### config.mk
export PLATFORM = sky130hd
export DESIGN_NAME = ddram_arbiter
export DESIGN_NICKNAME = d
export VERILOG_FILES = /design/src/rtl/ddram_arbiter.sv
export SDC_FILE = /design/constraint.sdc
export NUM_CORES = 1
export LEC_CHECK = 0
export ABC_AREA = 1
export BUFFER_PORTS_ARGS = -buffer_cell sky130_fd_sc_hd__buf_4
export CORE_MARGIN = 2
export CORE_UTILIZATION = 35
export DETAILED_ROUTE_END_ITERATION = 16
export PLACE_DENSITY = 0.67
export SYNTH_ARGS = -nofsm -noshare
export SYNTH_HDL_FRONTEND = slang
export SYNTH_SLANG_ARGS = --single-unit
### constraint.sdc
create_clock -name clk_sys -period 1.6 [get_ports clk_sys]
set_input_delay 0.32 -clock clk_sys [delete_from_list [all_inputs] [get_ports clk_sys]]
set_output_delay 0.32 -clock clk_sys [all_outputs]
set_load 0.02 [all_outputs]
### src/rtl/ddram_arbiter.sv
// Purpose : three-way toggle-handshake arbiter in front of the single DDR3 (ddram) port.
// Latency : pending in IDLE at N -> mem_req toggles at N+2; mem_ack at M -> pN_ack/data at M+1.
// Backpressure: one transaction in flight; requesters stay pending (req != ack) until served.
//
// Ports:
//   clk_sys, reset            system clock, synchronous active-high reset
//   p0_*                      ROM loader writes (always write, address passes straight through)
//   p1_*                      cartridge ROM reads (always read, address passes straight through)
//   p2_*                      save-RAM read/write, relocated to SRAM_BASE + p2_addr
//   mem_*                     toggle-handshake DDR3 side; mem_dout valid when mem_ack == mem_req
//   busy                      high in ISSUE, WAIT and DRAIN
//
// Build option: define DDRAM_ARB_RR_EN to round-robin between p1 and p2 (p0 keeps absolute
// priority). Without it the order is fixed p0 > p1 > p2.
module ddram_arbiter #(
    parameter int             AW        = 24,
    parameter int             DW        = 16,
    parameter logic [AW-1:0]  SRAM_BASE = 24'hF00000,
    parameter int             SRAM_AW   = 15
) (
    input  logic               clk_sys,
    input  logic               reset,

    input  logic [AW-1:0]      p0_addr,
    input  logic [DW-1:0]      p0_din,
    input  logic               p0_req,
    output logic               p0_ack,

    input  logic [AW-1:0]      p1_addr,
    input  logic               p1_req,
    output logic               p1_ack,
    output logic [DW-1:0]      p1_dout,

    input  logic [SRAM_AW-1:0] p2_addr,
    input  logic               p2_we,
    input  logic [DW-1:0]      p2_din,
    input  logic               p2_req,
    output logic               p2_ack,
    output logic [DW-1:0]      p2_dout,

    output logic [AW-1:0]      mem_addr,
    output logic [DW-1:0]      mem_din,
    output logic               mem_we,
    output logic               mem_req,
    input  logic               mem_ack,
    input  logic [DW-1:0]      mem_dout,

    output logic               busy
);

    localparam logic [1:0] S_IDLE  = 2'd0;
    localparam logic [1:0] S_ISSUE = 2'd1;
    localparam logic [1:0] S_WAIT  = 2'd2;
    localparam logic [1:0] S_DRAIN = 2'd3;

    localparam logic [1:0] G_P0 = 2'd0;
    localparam logic [1:0] G_P1 = 2'd1;
    localparam logic [1:0] G_P2 = 2'd2;

    logic [1:0] state;
    logic [1:0] grant;
    logic [1:0] grant_nxt;

    // Toggle registers power up at 0 and are never touched by reset for mem_req, so an
    // in-flight DDR3 transaction keeps its handshake parity across a reset.
    logic mem_req_r = 1'b0;
    logic p0_ack_r  = 1'b0;
    logic p1_ack_r  = 1'b0;
    logic p2_ack_r  = 1'b0;

    logic pend0, pend1, pend2;
    logic any_pend;
    logic pick2;
    logic mem_done;

    logic [AW-1:0] p2_map;

    assign mem_req = mem_req_r;
    assign p0_ack  = p0_ack_r;
    assign p1_ack  = p1_ack_r;
    assign p2_ack  = p2_ack_r;

    assign pend0    = p0_req ^ p0_ack_r;
    assign pend1    = p1_req ^ p1_ack_r;
    assign pend2    = p2_req ^ p2_ack_r;
    assign any_pend = pend0 | pend1 | pend2;
    assign mem_done = (mem_ack == mem_req_r);

    assign busy = (state != S_IDLE);

    // Save-RAM window: zero-extend the save-RAM word address onto the window base.
    assign p2_map = SRAM_BASE + {{(AW-SRAM_AW){1'b0}}, p2_addr};

`ifdef DDRAM_ARB_RR_EN
    // 1 = p2 was the last of p1/p2 to be granted; starts at 1 so p1 wins the first tie.
    logic last_p2;

    assign pick2 = pend2 && (!pend1 || !last_p2);

    always_ff @(posedge clk_sys) begin
        if (reset) begin
            last_p2 <= 1'b1;
        end else if (state == S_IDLE && any_pend && !pend0) begin
            last_p2 <= pick2;
        end
    end
`else
    assign pick2 = pend2 && !pend1;
`endif

    always_comb begin
        grant_nxt = G_P0;
        if (pend0) begin
            grant_nxt = G_P0;
        end else if (pick2) begin
            grant_nxt = G_P2;
        end else if (pend1) begin
            grant_nxt = G_P1;
        end
    end

    always_ff @(posedge clk_sys) begin
        if (reset) begin
            state    <= S_DRAIN;
            grant    <= G_P0;
            p0_ack_r <= p0_req;
            p1_ack_r <= p1_req;
            p2_ack_r <= p2_req;
            p1_dout  <= '0;
            p2_dout  <= '0;
            mem_we   <= 1'b0;
            mem_addr <= '0;
            mem_din  <= '0;
        end else begin
            case (state)
                S_IDLE: begin
                    if (any_pend) begin
                        grant <= grant_nxt;
                        state <= S_ISSUE;
                        case (grant_nxt)
                            G_P0: begin
                                mem_addr <= p0_addr;
                                mem_din  <= p0_din;
                                mem_we   <= 1'b1;
                            end
                            G_P1: begin
                                mem_addr <= p1_addr;
                                mem_din  <= '0;
                                mem_we   <= 1'b0;
                            end
                            default: begin
                                mem_addr <= p2_map;
                                mem_din  <= p2_din;
                                mem_we   <= p2_we;
                            end
                        endcase
                    end
                end

                S_ISSUE: begin
                    mem_req_r <= ~mem_req_r;
                    state     <= S_WAIT;
                end

                S_WAIT: begin
                    if (mem_done) begin
                        state <= S_IDLE;
                        case (grant)
                            G_P0: p0_ack_r <= ~p0_ack_r;
                            G_P1: begin
                                p1_dout  <= mem_dout;
                                p1_ack_r <= ~p1_ack_r;
                            end
                            default: begin
                                // Writes leave the last read data in place.
                                if (!mem_we) begin
                                    p2_dout <= mem_dout;
                                end
                                p2_ack_r <= ~p2_ack_r;
                            end
                        endcase
                    end
                end

                default: begin
                    // DRAIN: let a transaction issued before reset finish before arbitrating.
                    if (mem_done) begin
                        state <= S_IDLE;
                    end
                end
            endcase
        end
    end

endmodule

Word-level counts from Yosys, hierarchy flattened

Cells that the tools add are included.

Div/mod/pow operators: 0
Eq/ne operators: 7
Reductions and logical operators: 20
Bitwise gates (word level): 12
Multiplexer cells: 21
Magnitude comparators: 0
Add/sub/neg operators: 1
Multipliers: 0
Shift operators: 0

Operators with widths:

| kind                   | number |
|---|---|
| $pmux 24 s2            | 1 |
| $pmux 16 s2            | 1 |
| $add 21x16->22 const A | 1 |
| $mux 1                 | 13 |
| $reduce_and 3->1       | 4 |
| $reduce_bool 2->1      | 5 |
| $mux 2                 | 4 |
| $not 1->1              | 7 |
| $eq 2x1->1 const B     | 3 |
| $logic_not 2->1        | 3 |
| $reduce_and 2->1       | 3 |
| $pmux 2 s2             | 1 |
| $reduce_and 4->1       | 1 |
| $reduce_bool 3->1      | 1 |
| $xor 1x1->1            | 3 |
| $eq 2x2->1 const B     | 1 |
| $ne 2x1->1 const B     | 1 |
| $ne 2x2->1 const B     | 1 |
| $or 1x1->1             | 2 |
| $pmux 1 s2             | 1 |
| $reduce_or 2->1        | 1 |
| $eq 1x1->1             | 1 |
| $logic_and 1x1->1      | 1 |
| $logic_not 1->1        | 1 |

Flip-flop bits (word level): 81
Bits in latches: 0
Memory bits (writable): 0
Bits in read-only memories: 0
Memories: 0

Depth between registers and ports, before layout

Gate-level depths: netlist (run 1).

Depth in word-level cells: 7
Gate-level depth with buffers: 10

Worst setup path after synthesis (run 1)

No wires, ideal clock.

Kind: register to register
Start: reg mem_req_r (netlist: mem_req)
End: reg p1_ack_r (netlist: p1_ack), enable pin
Required time: 1.307 ns
Cell stages (with the launch flop): 7
Setup slack: -0.024 ns
Library setup time: 0.293 ns
Arrival time: 1.331 ns
Path buffers: 1
Cell sequence: edfxtp_1 xnor2_2 nand2_4 inv_2 nand3_2 buf_4 nand2_1

Longest elaborated chain between the ends: 3

RTL lines:

| item                        | line | source |
|---|---|---|
| start, declared             | 66   | `logic mem_req_r = 1'b0;` |
| start signal, assigned      | 161  | `mem_req_r <= ~mem_req_r;` |
| $eq 1x1->1                  | 87   | `assign mem_done = (mem_ack == mem_req_r);` |
| $reduce_bool 2->1 (no line) | -    |  |
| $reduce_and 3->1 (no line)  | -    |  |
| end signal, assigned        | 127  | `p1_ack_r <= p1_req;` |
| end signal, assigned        | 172  | `p1_ack_r <= ~p1_ack_r;` |
| end, declared               | 68   | `logic p1_ack_r = 1'b0;` |

Every way passes these cells.
A chain may end at the register's enable or synchronous reset.

Worst setup path after layout (run 1)

Start: reg state[0]
End: out busy

Longest elaborated chain between the ends: 1

RTL lines:

| item                   | line | source |
|---|---|---|
| start, declared        | 60   | `logic [1:0] state;` |
| start signal, assigned | 124  | `state <= S_DRAIN;` |
| start signal, assigned | 139  | `state <= S_ISSUE;` |
| start signal, assigned | 162  | `state <= S_WAIT;` |
| $reduce_bool 2->1      | 89   | `assign busy = (state != S_IDLE);` |
| end, declared          | 48   | `output logic busy` |

Every way passes these cells.

==> results of run 1 <==
[metal layers]
layer | vias to the layer above | GRT usage [%] | wire (µm)
li1 | 2115 | - | -
met1 | 1889 | 23.6 | 5180
met2 | 174 | 34.3 | 5800
met3 | 12 | 6.42 | 1160
met4 | 0 | 6.32 | 127
met5 | - | 0 | 0
[path summary, 6_finish.rpt]
path / start / to / cells after the start
worst max-delay path: state[0] / busy / 4
worst max register to register: p1_ack / mem_din[1] / 9
worst min-delay path: p0_din[14] / mem_din[14] / 3
worst min register to register: mem_addr[13] / mem_addr[13] / 2
[worst max-delay path, cell delays in order, from the launching register on]
cell,delay [ns]
dfxtp_2,0.37
nor2_4,0.15
buf_12,0.15
inv_1,0.05
buf_4,0.15
[sequential cells by signal, indices dropped and copies added (netlist names)]
register and cells:
mem_addr 24, state 2, p1_ack 1, grant 2
mem_we 1, p2_ack 1, mem_din 16, p2_dout 16
p0_ack 1, mem_req 1, p1_dout 16
[power breakdown]
| group | total, mW | switching, mW | internal (mW) |
|---|---|---|---|
| sequential | 2.15 | 0.0489 | 2.10 |
| combinational | 0.940 | 0.492 | 0.447 |
| clock | 1.59 | 0.776 | 0.815 |
| total | 4.68 | 1.32 | 3.36 |
[layout make-up]
cell class              count  share of cell area, %
clock buffers              11                   2.64
clock inverters             5                   1.11
inverters                  17                   1.20
multi-input cells         415                   33.2
flip-flops and latches     81                   29.0
well taps                 136                   2.97
repair buffers            215                   29.9
[layout by cell type (no fill, tap or decap), types with 2 or more instances in the layout]
| cell | count |
|---|---|
| nand2_1 | 223 |
| buf_4 | 206 |
| dfxtp_1 | 76 |
| nand3_1 | 61 |
| a21oi_1 | 39 |
| nor2_1 | 33 |
| inv_1 | 11 |
| clkbuf_8 | 11 |
| o21ai_0 | 10 |
| nor2_2 | 10 |
| or2_0 | 9 |
| buf_12 | 6 |
| nand2_2 | 5 |
| nor2_4 | 4 |
| inv_2 | 4 |
| nand2_4 | 4 |
| edfxtp_1 | 4 |
| nand3_2 | 3 |
| or2_1 | 3 |
| or2_2 | 3 |
| clkinv_4 | 3 |
| inv_4 | 2 |
| buf_6 | 2 |
[timing repair]
action / in CTS / in global routing
gates cloned: 0 / 1
gates resized for setup: 1 / 9
hold buffers: 0 / 0
pin swaps: 1 / 2
buffers inserted: 1 / 3
setup endpoints to repair: 1 / 40
[metrics by stage]
step,instance area [µm²],power [mW],util (%),TNS [ns]
final,5740,4.68,55.1,0
after CTS,5660,4.71,54.3,0
after global routing,5740,4.92,55.1,-0.0462
after global placement,5430,3.10,52.2,0
after floorplan,3780,2.65,-,0
after detailed placement,5430,3.11,52.2,0
[kinds of logic (layout without fill, tap and decap cells)]
logic type | count (synthesis) | count (layout) | share of synthesized area [%]
simple gates | 361 | 361 | 42.2
compound gates | 53 | 53 | 7.26
buf+inv | 46 | 248 | 6.10
flops | 81 | 81 | 44.0
xor+xnor | 1 | 1 | 0.431
==> impl_metrics.csv, run 1 <==
group,metric,value,unit
outcome,status,"complete, no violations",
clock_tree,cts.sinks,81,
sta,hold_viol,0,
clock_tree,h-tree-depth,3,
critical_path,startpoint_type,"register",
route,wl,12300,µm
critical_path,critPathKind,"register to output pin",
die,initial_utilization,36.3,%
placed_design,place_congestion,0.804,
die,core_area,10400,µm²
placed_design,numPortBuffers,195,
sta,drv_slew,0,
sta,layout_min_cycle_time,1.53,ns
placed_design,pre_cts_ws,0.0738,ns
synth,ys.flop_type,"dfxtp_1",
die,die_x,108,µm
global_routing,grt_pass1_wl,18400,µm
synth,synthesis.nets,660,
global_routing,grt_start_max_net_pins,46,
clock_tree,clock_path_buffers,2,
synth,ys_ff_latch,81,
synth,yosysSeqAreaShare,44.0,%
power,power_density,816,nW/µm²
sta,tightest_slew,0.508,ns
route,drc,0,
synth,yosys.area.top_type,"dfxtp_1",
critical_path,r2r_slack,0.11,ns
synth,syn_avg_cell_area,6.97,µm²
final_layout,fillerInstances,971,
global_routing,grt_overflow,0,
final_layout,regArea,1660,µm²
synth,synth_async_sr_flop_share,0,%
synth,syn_area,3780,µm²
global_routing,grtUsageTotal,20.0,%
flow_run,cap_violations,0,
die,row_count,37,
power,leakagePower,2.79,nW
final_layout,finalNonFillerCells,880,
route,drt_pass1_iterations,7,
placed_design,dp.cells,859,
synth,synth_commonest_cells,"nand2_1 (224), dfxtp_1 (77), nand3_1 (62)",
sta,slew_headroom,66.1,%
critical_path,crit_required,1.28,ns
synth,ys_warn_count,0,
die,die-area,11600,µm²
route,postRouteAntennaNets,0,
final_layout,drive_above_1_share,36.4,%
sta,finClkSkew,0.0110,ns
critical_path,endpoint_kind,"output pin",
die,die_y,108,µm
sta,setup_viol,0,
clock_tree,clkTransAtPathRegs,0.08,ns
synth,synth-edff-count,4,
power,ir_drop,0.000426,V
final_layout,synthToLayoutAreaGrowth,51.9,%
clock_tree,insertion_delay,0.35,ns
route,drtIter0Drc,314,
route,vias,4190,
final_layout,antenna_cells,0,
sta,grt_setup_unrepaired,"yes",
final_layout,multi_input_area,1900,µm²
placed_design,dp_hpwl,9110,µm
sta,finalCritPeriodShare,95.9,%
route,wl_per_cell,13.9,µm
synth,ys_top_cells_by_area,"dfxtp_1 (41%), nand2_1 (22%), nand3_1 (8.2%), a21oi_1 (5.2%), nor2_1 (3.3%)",
sta,hold-worst-slack,0.157,ns
die,ios,196,
synth,yosysTopAreaCellShare,40.8,%
sta,max_freq,652,MHz
clock_tree,cts-root-buf,"clkbuf_8",
synth,ys_types,29,
critical_path,arrival,1.21,ns
critical_path,crit_fanout,16,
global_routing,grt_pass1_vias,3856,
global_routing,antenna_found_initial,0,
synth,synth.most_common_cell,"nand2_1",
route,via_per_inst,4.76,
hold_path,hold_path_class,"primary input to register",
clock_tree,cts_tree,"built",
final_layout,num-nets-final,857,
sta,setup_slack,0.0655,ns
synth,syn_inst,542,
clock_tree,numCtsBuffers,9,
No activity file was read; power rests on OpenSTA's default activity.
==> inputs of run 2 (changes only) <==
--- a/config.mk
+++ b/config.mk
@@ -8,9 +8,9 @@
 export ABC_AREA = 1
 export BUFFER_PORTS_ARGS = -buffer_cell sky130_fd_sc_hd__buf_4
 export CORE_MARGIN = 2
-export CORE_UTILIZATION = 35
+export CORE_UTILIZATION = 41
 export DETAILED_ROUTE_END_ITERATION = 16
-export PLACE_DENSITY = 0.67
+export PLACE_DENSITY = 0.76
 export SYNTH_ARGS = -nofsm -noshare
 export SYNTH_HDL_FRONTEND = slang
 export SYNTH_SLANG_ARGS = --single-unit
==> run 2 against run 1 <==
Combinational power fell by 2.9%. Global-route usage increased by 1.7 points. Die area fell by 14%. Sequential power barely moved. Largest power group unchanged. Critical endpoint is now mem_addr[0]. Clock power decreased by 7%. Setup slack improved by 0.018 ns. Clock skew is 0.0030 ns lower. Largest cell class unchanged. Register-to-register slack lost 0.03 ns. First-iteration DRC count decreased by 48%. Sequential share of layout area rose by 0.51 points. Routed wire length decreased by 9.0%.
==> impl_metrics.csv, run 2 (synthesis gave the netlist of run 1 again) <==
group,metric,value,unit
sta,hold_viol,0,
critical_path,cpLargestDelayFamily,"simple AND/OR/NAND/NOR gates",
route,postRouteAntennaNets,0,
final_layout,antenna_cells,0,
sta,drv_slew,0,
critical_path,endpoint_kind,"register",
placed_design,numPortBuffers,195,
sta,finalCritPeriodShare,94.8,%
die,die-area,9990,µm²
sta,finClkSkew,0.00797,ns
die,initial_utilization,41.7,%
route,wl_per_cell,13.1,µm
outcome,status,"complete, no violations",
die,core_area,9060,µm²
sta,max_freq,659,MHz
final_layout,num-nets-final,856,
critical_path,startpoint_type,"register",
clock_tree,clkTransAtPathRegs,0.08,ns
route,met1Wirelength,4550,µm
power,pwr-share-seq,47.3,%
critical_path,rr_worst_depth,8,
power,leakagePower,2.76,nW
clock_tree,cts_tree,"built",
die,row_count,35,
flow_run,cap_violations,0,
global_routing,antenna_found_initial,0,
sta,setup_viol,0,
placed_design,dp.cells,833,
sta,layout_min_cycle_time,1.52,ns
critical_path,crit_buf_inv,2,
route,drtIter0Drc,164,
global_routing,grt_overflow,0,
clock_tree,hold_buffers,0,
route,wl,11200,µm
route,dr.max_layer_used,"met4",
power,power.switching,1.27,mW
sta,tightest_slew,0.463,ns
placed_design,pre_cts_ws,0.0998,ns
power,swShare,28.0,%
critical_path,path_cells,"inv_1 -> nand2_1 -> nand2_1 -> nand3_2 -> buf_12 -> or2_2 -> nand3_1 -> nand2_1",
power,p_int,3.27,mW
route,drt_pass1_iterations,5,
critical_path,cpPeakStageDelay,0.45,ns
critical_path,rr_endpoint,"mem_addr[0]",
clock_tree,clock_path_buffers,2,
route,wl_met3,1080,µm
power,power_density,806,nW/µm²
global_routing,grt_pass1_wl,17500,µm
die,die_x,100,µm
clock_tree,insertion_delay,0.34,ns
hold_path,hp-start,"p0_din[14]",
final_layout,largest_register_ffs,24,
clock_tree,numCtsBuffers,9,
critical_path,critPathKind,"register to register",
die,ios,196,
global_routing,grtUsageTotal,21.7,%
sta,slew_headroom,69.1,%
hold_path,hold_path_class,"primary input to register",
route,vias,4121,
hold_path,whs_path_depth,3,
critical_path,crit_required,1.84,ns
global_routing,grt_pass1_vias,3824,
final_layout,final_common_cell,"nand2_1",
critical_path,r2r_start,"p2_ack",
placed_design,dp_hpwl,8530,µm
power,p_comb_share,20.1,%
route,drc,0,
hold_path,hold_end,"mem_din[14]",
final_layout,final_cell_mix,"nand2_1 (224), buf_4 (208), dfxtp_1 (76)",
final_layout,top_register,"mem_addr",
critical_path,arrival,1.75,ns
die,die_y,100,µm
placed_design,place_congestion,0.876,
critical_path,slowest_stage,"edfxtp_1",
final_layout,synthToLayoutAreaGrowth,49.2,%
power,ir_drop,0.000492,V
clock_tree,h-tree-depth,3,
route,dr_wl_met2,5390,µm
sta,setup_slack,0.0836,ns
power,power_frac_clock,32.6,%
clock_tree,cts-root-buf,"clkbuf_8",
global_routing,grt_start_max_net_pins,46,
clock_tree,cts.sinks,81,
critical_path,crit_cells,8,
route,via_per_inst,4.83,
final_layout,drive_above_1_share,36.1,%
critical_path,r2r_slack,0.08,ns
critical_path,crit_fanout,43,
final_layout,finalNonFillerCells,854,
critical_path,path_common_cell,"nand2_1",
## run 2: changes by cell type in the layout (fill, tap and decap cells not counted), sizes merged
cell	change
clkbuf	-2
clkinvlp	+1
## run 2: what timing repair did
action	4_1_cts	5_1_grt
resized for setup	0	4
pin swaps	1	0
buffers inserted	1	4
setup endpoints to repair	1	25
## run 2: per-layer routing
metal  global-route usage [%]  vias up
li1                         -     2108
met1                     25.5     1837
met2                     37.6      164
met3                     6.62       12
met4                     7.69        0
met5                        0        -
## run 2: power groups by stage
stage	combinational [mW]	clock (mW)	sequential, mW
after floorplan	0.381	0	2.27
after global placement	0.890	0	2.19
after detailed placement	0.899	0	2.20
after CTS	0.904	1.53	2.15
after global routing	0.998	1.62	2.16
final	0.913	1.48	2.15
## run 2: worst max-delay path by stage
stage / from / end / slack, ns
floorplan: mem_req / p1_ack / 0.002
global placement: p0_req / mem_addr[2] / 0.13
detailed placement: p2_ack / mem_addr[0] / 0.1
CTS: state[0] / busy / 0.02
global route: p2_ack / mem_addr[6] / -0.01
finish: p2_ack / mem_addr[0] / 0.08
## run 2: per-stage QoR
step	power, mW	utilization (%)	hold WS (ns)	setup TNS (ns)	area (µm²)
floorplan	2.65	-	0.423	0	3780
global placement	3.08	59.5	0.439	0	5390
detailed placement	3.10	59.5	0.441	0	5390
CTS	4.59	61.7	0.149	0	5600
global route	4.78	62.2	0.168	-0.0346	5640
finish	4.54	62.2	0.170	0	5640
## run 2: cell type report
type                       instances  area (µm²)
sequential                        81        1660
timing repair buffer             214        1680
clock buffer                      10         128
tap                              111         139
fill                             836        3430
clock inverter                     6        67.6
inverter                          17        67.6
multi-input combinational        415        1890
## run 2: worst register-to-register path: cells and delay by family (launching register included)
| kind | cells | cell delay, ns |
|---|---|---|
| buf+inv | 2 | 0.28 |
| flops | 1 | 0.45 |
| simple gates | 6 | 0.70 |
==> inputs of run 3 (changes only) <==
--- a/config.mk
+++ b/config.mk
@@ -8,9 +8,9 @@
 export ABC_AREA = 1
 export BUFFER_PORTS_ARGS = -buffer_cell sky130_fd_sc_hd__buf_4
 export CORE_MARGIN = 2
-export CORE_UTILIZATION = 41
+export CORE_UTILIZATION = 45
 export DETAILED_ROUTE_END_ITERATION = 16
-export PLACE_DENSITY = 0.76
+export PLACE_DENSITY = 0.8
 export SYNTH_ARGS = -nofsm -noshare
 export SYNTH_HDL_FRONTEND = slang
 export SYNTH_SLANG_ARGS = --single-unit
==> constraint.sdc (replaced) <==
create_clock -name clk_sys -period 1.5 [get_ports clk_sys]
set_input_delay 0.3 -clock clk_sys [delete_from_list [all_inputs] [get_ports clk_sys]]
set_output_delay 0.3 -clock clk_sys [all_outputs]
set_load 0.02 [all_outputs]
==> run 3 against run 2 <==
Critical path type unchanged. Setup slack lost 0.15 ns. The run now ends with negative setup slack left. Combinational power grew 45%. Routed wire length grew 23%. Clock power is essentially flat. Non-clock buffer count grew 24.
==> impl_metrics.csv, run 3 (synthesis gave the netlist of run 1 again) <==
group,metric,value,unit
final_layout,largest_register_ffs,24,
placed_design,numPortBuffers,195,
global_routing,grt_overflow,0,
final_layout,final_common_cell,"buf_4",
final_layout,drive_above_1_share,50.1,%
global_routing,antenna_found_initial,0,
critical_path,critPathLaunch,"p1_ack",
power,p_int,3.51,mW
sta,setup_slack,-0.0617,ns
global_routing,grt_start_max_net_pins,30,
final_layout,num-nets-final,880,
clock_tree,cts-root-buf,"clkbuf_8",
die,initial_utilization,46.2,%
critical_path,r2r_start,"p1_ack",
route,via_per_inst,5.17,
die,core_area,8180,µm²
final_layout,antenna_cells,0,
sta,tightest_slew,0.330,ns
clock_tree,insertion_delay,0.36,ns
sta,max_freq,640,MHz
critical_path,crit_buf_inv,2,
route,drc,0,
sta,finClkSkew,0.0155,ns
clock_tree,hold_buffers,0,
power,ir_drop,0.000647,V
critical_path,arrival,1.85,ns
critical_path,crit_required,1.79,ns
global_routing,grt_pass1_wl,18100,µm
critical_path,startpoint_type,"register",
power,leakagePower,3.07,nW
placed_design,dp_hpwl,8570,µm
sta,layout_min_cycle_time,1.56,ns
sta,finalCritPeriodShare,104,%
critical_path,cpPeakStageDelay,0.46,ns
die,ios,196,
placed_design,place_congestion,0.790,
placed_design,pre_cts_ws,-0.0137,ns
global_routing,grt_pass1_vias,3921,
power,power.switching,1.58,mW
global_routing,grtUsageTotal,25.3,%
power,pwr-share-seq,45.3,%
clock_tree,cts.sinks,81,
power,power.total,5.09,mW
critical_path,cpLargestDelayFamily,"simple AND/OR/NAND/NOR gates",
clock_tree,cts_tree,"built",
die,die_y,95.6,µm
outcome,status,"finished with violations",
route,wl_per_cell,15.8,µm
flow_run,cap_violations,0,
sta,drv_slew,0,
route,postRouteAntennaNets,0,
sta,hold_viol,0,
power,power_frac_clock,28.9,%
outcome,violations,"negative setup slack",
die,die_x,95.6,µm
clock_tree,h-tree-depth,3,
critical_path,critPathKind,"register to register",
route,drt_pass1_iterations,7,
hold_path,hold_path_class,"primary input to register",
route,vias,4510,
final_layout,top_register,"mem_addr",
critical_path,r2r_slack,-0.06,ns
final_layout,final_cell_mix,"buf_4 (213), nand2_1 (175), dfxtp_1 (75)",
power,power_density,785,nW/µm²
route,wl,13800,µm
clock_tree,clock_path_buffers,2,
die,die-area,9140,µm²
clock_tree,numCtsBuffers,9,
sta,setup_viol,21,
route,drtIter0Drc,156,
clock_tree,clkTransAtPathRegs,0.09,ns
sta,grt_setup_unrepaired,"yes",
power,swShare,31.1,%
hold_path,hp-start,"p0_din[14]",
critical_path,endpoint_kind,"register",
critical_path,slowest_stage,"edfxtp_1",
critical_path,crit_fanout,8,
sta,slew_headroom,77.9,%
power,p_comb_share,25.8,%
die,row_count,33,
final_layout,synthToLayoutAreaGrowth,71.6,%
critical_path,path_cells,"nand2_1 -> nand2_4 -> nand3_4 -> nand2_4 -> buf_12 -> nor2_4 -> clkbuf_16 -> nand3_2 -> nand2_1",
run 3: cell count changes in the layout (fill, tap and decap cells not counted), sizes merged:
| cell | before | now |
|---|---|---|
| inv | 17 | 19 |
| buf | 214 | 230 |
| clkbuf | 10 | 17 |
| clkinvlp | 2 | 3 |
| clkinv | 3 | 2 |
| bufinv | 1 | 0 |
run 3: layout make-up:
class,instances,area (µm²)
inverter,17,78.8
sequential,81,1670
timing repair buffer,238,2140
tap,105,131
fill,569,1700
clock buffer,9,124
multi-input combinational,415,2280
clock inverter,7,52.6
run 3: path summary, 6_finish.rpt:
path / depth (start not counted) / to
setup / recovery: 9 / mem_addr[0]
hold / removal: 3 / mem_din[14]
setup reg to reg: 9 / mem_addr[0]
hold reg to reg: 2 / mem_addr[3]
run 3: metrics by stage:
step	area (µm²)	instances	setup TNS (ns)	utilization [%]	hold slack, ns
4_1_cts	5760	852	-0.196	70.4	0.131
2_1_floorplan	3800	542	-0.0227	-	0.403
6_report	6480	872	-0.681	79.2	0.151
5_1_grt	6480	872	-3.84	79.2	0.160
3_3_place_gp	5450	831	0	66.7	0.437
3_5_place_dp	5450	831	-0.0313	66.7	0.443
run 3: what timing repair did:
item | 4_1_cts | 5_1_grt
pin swaps | 2 | 58
buffers inserted | 3 | 11
endpoints found under the setup margin | 6 | 67
cloned | 2 | 9
gates resized for setup | 13 | 116
run 3: tightest hold or removal path, delay by kind of cell:
kind	cells	cell delay [ns]
AND/OR/NAND/NOR	2	0.09
buffers and inverters	1	0.08
run 3: power groups by stage:
stage	combinational [mW]	clock [mW]	sequential, mW
after floorplan	0.411	0	2.42
after detailed placement	0.986	0	2.34
after global routing	1.40	1.58	2.31
after global placement	0.968	0	2.34
final	1.32	1.47	2.30
after CTS	1.05	1.49	2.29
run 3: routing by layer:
layer / share of wire, % / global-route usage (%) / vias up
met5: 0 / 0 / -
met4: 2.9 / 9.52 / 0
met3: 9.6 / 7.35 / 33
met2: 51 / 44.4 / 212
met1: 36 / 28.8 / 2098
li1: - / - / 2167
